==> src/rtl/loop_pd_arb.sv <==
// loop_pd_arb: packet-granular arbiter sharing the rxm packet write FIFO
// between the loopback scheduler (source 0) and a second datapath (source 1).
//
// Ports:
//   clk_sys, rst            system clock, asynchronous active-high reset
//   srcN_rd                 pop strobe to source N FIFO (combinational)
//   srcN_rdata, srcN_emp    show-ahead head word and empty flag of source N
//   sch2rxm_pd_wr/_wdata    registered write strobe and data to the rxm FIFO
//   rxm2sch_pd_ff           rxm FIFO full (leaves 2 entries of slack)
//   reg_arb_mode            0 = round-robin, 1 = strict priority to source 0
//   cnt_reg_clr             synchronous clear of counters and error flags
//   reg_pkt_cnt0/1          packets forwarded per source
//   reg_len_err             sticky oversize-packet flag per source
//   reg_arb_sta             FSM state for debug
module loop_pd_arb #(
  parameter int unsigned DW        = 540,
  parameter int unsigned EOP_BIT   = 539,
  parameter int unsigned MAX_BEATS = 64,
  parameter int unsigned CW        = 32
) (
  input  logic          clk_sys,
  input  logic          rst,
  output logic          src0_rd,
  input  logic [DW-1:0] src0_rdata,
  input  logic          src0_emp,
  output logic          src1_rd,
  input  logic [DW-1:0] src1_rdata,
  input  logic          src1_emp,
  output logic          sch2rxm_pd_wr,
  output logic [DW-1:0] sch2rxm_pd_wdata,
  input  logic          rxm2sch_pd_ff,
  input  logic          reg_arb_mode,
  input  logic          cnt_reg_clr,
  output logic [CW-1:0] reg_pkt_cnt0,
  output logic [CW-1:0] reg_pkt_cnt1,
  output logic [1:0]    reg_len_err,
  output logic [1:0]    reg_arb_sta
);

  // Beat counter must hold MAX_BEATS+1 (saturation value).
  localparam int unsigned BW = $clog2(MAX_BEATS + 2);

  typedef enum logic [1:0] {
    IDLE  = 2'd0,
    XFER0 = 2'd1,
    XFER1 = 2'd2
  } state_e;

  state_e        state, state_nxt;
  logic          last_gnt, last_gnt_nxt;
  logic [BW-1:0] beat_cnt, beat_cnt_nxt;
  logic          pop;
  logic          pop_src;
  logic          pop_eop;
  logic [DW-1:0] pop_data;

  // Grant decision, pop generation and packet tracking.
  always_comb begin
    state_nxt    = state;
    last_gnt_nxt = last_gnt;
    beat_cnt_nxt = beat_cnt;
    src0_rd      = 1'b0;
    src1_rd      = 1'b0;

    case (state)
      IDLE: begin
        if (reg_arb_mode) begin
          if (!src0_emp)      state_nxt = XFER0;
          else if (!src1_emp) state_nxt = XFER1;
        end else begin
          // Round-robin: with both pending, the source not granted last wins.
          if (!src0_emp && !src1_emp) state_nxt = last_gnt ? XFER0 : XFER1;
          else if (!src0_emp)         state_nxt = XFER0;
          else if (!src1_emp)         state_nxt = XFER1;
        end
      end
      XFER0:   src0_rd = !src0_emp && !rxm2sch_pd_ff;
      XFER1:   src1_rd = !src1_emp && !rxm2sch_pd_ff;
      default: state_nxt = IDLE;
    endcase

    pop      = src0_rd | src1_rd;
    pop_src  = src1_rd;
    pop_data = src1_rd ? src1_rdata : src0_rdata;
    pop_eop  = pop_data[EOP_BIT];

    if (pop) begin
      if (pop_eop) begin
        state_nxt    = IDLE;
        last_gnt_nxt = pop_src;
        beat_cnt_nxt = '0;
      end else if (beat_cnt != BW'(MAX_BEATS + 1)) begin
        beat_cnt_nxt = beat_cnt + BW'(1);
      end
    end
  end

  // FSM state, last-grant pointer and beat counter.
  always_ff @(posedge clk_sys or posedge rst) begin
    if (rst) begin
      state    <= IDLE;
      last_gnt <= 1'b1;
      beat_cnt <= '0;
    end else begin
      state    <= state_nxt;
      last_gnt <= last_gnt_nxt;
      beat_cnt <= beat_cnt_nxt;
    end
  end

  // One-stage output pipeline; wdata holds between writes.
  always_ff @(posedge clk_sys or posedge rst) begin
    if (rst) begin
      sch2rxm_pd_wr    <= 1'b0;
      sch2rxm_pd_wdata <= '0;
    end else begin
      sch2rxm_pd_wr <= pop;
      if (pop) sch2rxm_pd_wdata <= pop_data;
    end
  end

  // Statistics: counters step with the EOP write; clear dominates.
  always_ff @(posedge clk_sys or posedge rst) begin
    if (rst) begin
      reg_pkt_cnt0 <= '0;
      reg_pkt_cnt1 <= '0;
      reg_len_err  <= '0;
    end else if (cnt_reg_clr) begin
      reg_pkt_cnt0 <= '0;
      reg_pkt_cnt1 <= '0;
      reg_len_err  <= '0;
    end else begin
      if (pop && pop_eop && !pop_src) reg_pkt_cnt0 <= reg_pkt_cnt0 + CW'(1);
      if (pop && pop_eop &&  pop_src) reg_pkt_cnt1 <= reg_pkt_cnt1 + CW'(1);
      // beat_cnt holds beats already popped, so this pop is beat MAX_BEATS+1.
      if (pop && !pop_eop && (beat_cnt == BW'(MAX_BEATS))) reg_len_err[pop_src] <= 1'b1;
    end
  end

  assign reg_arb_sta = state;

endmodule
==> config.mk <==
export PLATFORM = sky130hd
export DESIGN_NAME = loop_pd_arb
export DESIGN_NICKNAME = d
export VERILOG_FILES = /design/src/rtl/loop_pd_arb.sv
export SDC_FILE = /design/constraint.sdc
export NUM_CORES = 2
export LEC_CHECK = 0
export BUFFER_PORTS_ARGS = -buffer_cell sky130_fd_sc_hd__buf_2
export CAP_MARGIN = 25
export CORE_AREA = 10 10 652 654
export CTS_BUF_LIST = sky130_fd_sc_hd__clkbuf_8
export DETAILED_ROUTE_END_ITERATION = 10
export DIE_AREA = 0 0 662 664
export GPL_TIMING_DRIVEN = 0
export SYNTH_ARGS = -nofsm -noshare
export SYNTH_HDL_FRONTEND = slang
export SYNTH_SLANG_ARGS = --single-unit
==> constraint.sdc <==
create_clock -name clk_sys -period 24.6 [get_ports clk_sys]
set_input_delay 3.69 -clock clk_sys [delete_from_list [all_inputs] [get_ports clk_sys]]
set_output_delay 3.69 -clock clk_sys [all_outputs]
set_load 0.1 [all_outputs]
==> impl_metrics.py <==
metrics = {
    "logic_synthesis": {
        "ys_ff_latch": 617,
        "ys_warn_count": 0,
        "synth-edff-count": 0,
        "yosysUniqueCellTypes": 41,
        "ys.flop_type": "dfrtp_1",
        "async_flop_share_pct": 100,
        "synthCells": 3363,
        "syn_nets": 4455,
        "yosysSeqAreaShare_pct": 55.5,
        "synth.avg_cell_area_um2": 8.27,
        "syn_area_um2": 27800,
    },
    "route": {
        "vias": 37800,
        "via_per_inst": 3.41,
        "drc_errors": 0,
        "m1WireLength_um": 140000,
        "drtPass1Iterations": 5,
        "top_layer_used": "met5",
        "wl_met2_um": 186000,
        "finalWirelength_um": 406000,
        "wl_met3_um": 55800,
        "wl_per_cell_um": 36.6,
        "drt_iter0_drc": 4215,
        "ant_nets": 0,
    },
    "finish": {
        "fin_util_pct": 11.5,
        "final_common_cell": "buf_2",
        "final_nets": 6334,
        "fin_cells": 11100,
        "synthToLayoutAreaGrowth_pct": 70.2,
        "drive_gt1_share_pct": 36.8,
        "mostFrequentLayoutCells": "buf_2, nand2_1, dfrtp_1",
    },
    "floorplan": {
        "die-height_um": 664,
        "fp-row-count": 236,
        "die_area_um2": 440000,
        "core_um2": 412000,
        "die_w_um": 662,
        "initial_core_util_pct": 6.75,
        "io_pins": 1698,
    },
    "clocking": {
        "cts-root-buf": "clkbuf_8",
        "cts_sinks": 617,
        "clk_path_buf_depth": 4,
        "clk_pin_slew_ps": 50,
        "cts_tree": "built",
        "numCtsBuffers": 140,
        "post_cts.repair.setup_buffers": 0,
        "cts_resized": 0,
        "htree_levels": 4,
        "clk_latency_ps": 1000,
        "holdBufCountCts": 0,
    },
    "worst_setup_path": {
        "critPathCapture": "src1_rd",
        "r2r-end": "sch2rxm_pd_wdata[365]",
        "required_ps": 20910,
        "cp-end-kind": "output port",
        "critical_path_class": "in -> out",
        "rr_worst_depth": 8,
        "worstReg2RegStart": "reg_arb_sta[0]",
        "crit_start": "rxm2sch_pd_ff",
        "ff2ff_setup_slack_ps": 20680,
        "crit_fanout": 10,
        "cp.arrival_ps": 6440,
        "start_kind": "primary input",
    },
    "grt": {
        "grt_pass1_wl_um": 481000,
        "grt.overflow.total": 0,
        "grtUsageTotal_pct": 17.6,
        "grt_pass1_vias": 34800,
        "antenna_found_initial": 509,
        "grt_max_degree": 114,
    },
    "power": {
        "switching_share_pct": 66.2,
        "ir_worst_vdd_uv": 116,
        "p_clk_share_pct": 15.3,
        "leakagePower_nw": 20.3,
        "power.density_nw_per_um2": 173,
        "combPwrFrac_pct": 63.4,
        "p_int_mw": 2.76,
        "seq_power_share_pct": 21.2,
        "switchingPower_mw": 5.41,
    },
    "placement": {
        "dpl.hpwl_um": 368000,
        "post-place-cells": 10600,
        "place_congestion": 1.01,
        "io_buffers": 1697,
    },
    "timing": {
        "timing.fmax_mhz": 98.7,
        "worstMarginPinSlew_ps": 1090,
        "period_needed_ps": 10130,
        "fin_crit_sh_pct": 41.2,
        "hold_violations": 0,
        "fin_skew_ps": 129,
        "relSlewSlack_pct": 26.9,
        "setup_viol": 0,
        "final_max_slew_viol_count": 0,
        "grt_setup_unrepaired": "false",
    },
    "outcome": {
        "status": "completed",
    },
    "flow_run": {
        "cap_violations": 0,
    },
    "hold_path": {
        "min_path_type": "reg -> reg",
    },
}
[power by group through the flow]
stage                     Combinational, mW  Sequential [mW]  Clock [mW]
after CTS                              5.24             1.73        1.29
final                                  5.18             1.74        1.25
after floorplan                       0.576             4.83           0
after global placement                 5.20             1.73           0
after detailed placement               5.24             1.74           0
after global routing                   5.31             1.78        1.33
[worst max-delay path, stage by stage]
cell	delay, ps
buf_2	130
or4b_4	520
clkinv_2	110
clkbuf_2	470
buf_16	220
buf_1	650
buf_2	570
[through the flow]
| step | setup slack, ps | instance area [µm²] | hold WS [ps] | TNS (ps) | total power [mW] |
|---|---|---|---|---|---|
| detailed placement | 14320 | 43900 | 471 | 0 | 6.97 |
| finish | 14470 | 47300 | 478 | 0 | 8.17 |
| global placement | -7520 | 43200 | 464 | -4382930 | 6.94 |
| floorplan | 3630 | 27800 | 463 | 0 | 5.40 |
| global route | 14330 | 47000 | 501 | 0 | 8.42 |
| CTS | 14310 | 46700 | 483 | 0 | 8.26 |
[state kept, by name (all words and copies together) (netlist names)]
register,count
reg_pkt_cnt1,32
sch2rxm_pd_wr,1
sch2rxm_pd_wdata,540
beat_cnt,7
reg_len_err,2
last_gnt,1
reg_pkt_cnt0,32
reg_arb_sta,2
[cell usage after synthesis, types with 2 or more instances]
library cell	n	area share, %
nor3b_1	2	0.054
a21oi_1	15	0.27
xnor2_1	25	0.79
nand3_1	30	0.54
or4_1	6	0.16
and2_1	3	0.067
nor2b_1	2	0.045
nand4_1	22	0.49
and4_1	6	0.19
clkbuf_1	243	3.3
or3_1	13	0.29
xor2_1	31	0.98
o21ai_0	11	0.20
ha_1	5	0.22
and3_1	7	0.16
inv_1	12	0.16
nor4_1	7	0.16
dfrtp_1	616	55
nor3_1	20	0.36
a31oi_1	540	12
buf_1	11	0.15
a21o_1	2	0.054
nand4bb_1	2	0.081
nand2_1	1106	15
nor2_1	610	8.2
[cell type report]
class                   instances  area (µm²)
clock buffers                 170        2340
diodes                        265         663
flip-flops and latches        617       15400
inverters                      14        61.3
repair buffers               1737        9230
plain buffers                 254         978
well taps                    5474        6850
clock inverters                68         408
multi-input cells            2478       11400
fillers                     48200      365000
[per-layer routing]
layer	up-vias	GRT usage [%]
li1	15400	-
met1	18100	18.4
met2	2955	29.0
met3	1143	9.82
met4	282	7.19
met5	-	0
[how the worst min path moves through the flow]
stage | from | end | slack, ps | cells after the start
after global placement | sch2rxm_pd_wdata[539] | sch2rxm_pd_wdata[539] | 460 | 1
after global routing | sch2rxm_pd_wdata[539] | sch2rxm_pd_wdata[539] | 500 | 1
after CTS | sch2rxm_pd_wdata[539] | sch2rxm_pd_wdata[539] | 480 | 1
after floorplan | last_gnt | last_gnt | 460 | 2
after detailed placement | sch2rxm_pd_wdata[539] | sch2rxm_pd_wdata[539] | 470 | 1
final | sch2rxm_pd_wdata[539] | sch2rxm_pd_wdata[539] | 480 | 1
[kinds of logic (layout without fill, tap and decap cells)]
kind of cell / after synthesis / in the layout / share of synthesized area (%)
adders and majority gates: 5 / 5 / 0.225
other: 0 / 265 / 0
muxes: 1 / 1 / 0.0405
DFF: 617 / 617 / 55.5
AOI/OAI and AO/OA: 573 / 573 / 12.8
buffers and inverters: 268 / 2243 / 3.62
xor gates and xnor gates: 56 / 56 / 1.76
and+or+nand+nor: 1843 / 1843 / 26.0
Power figures use the tool's default switching activity.
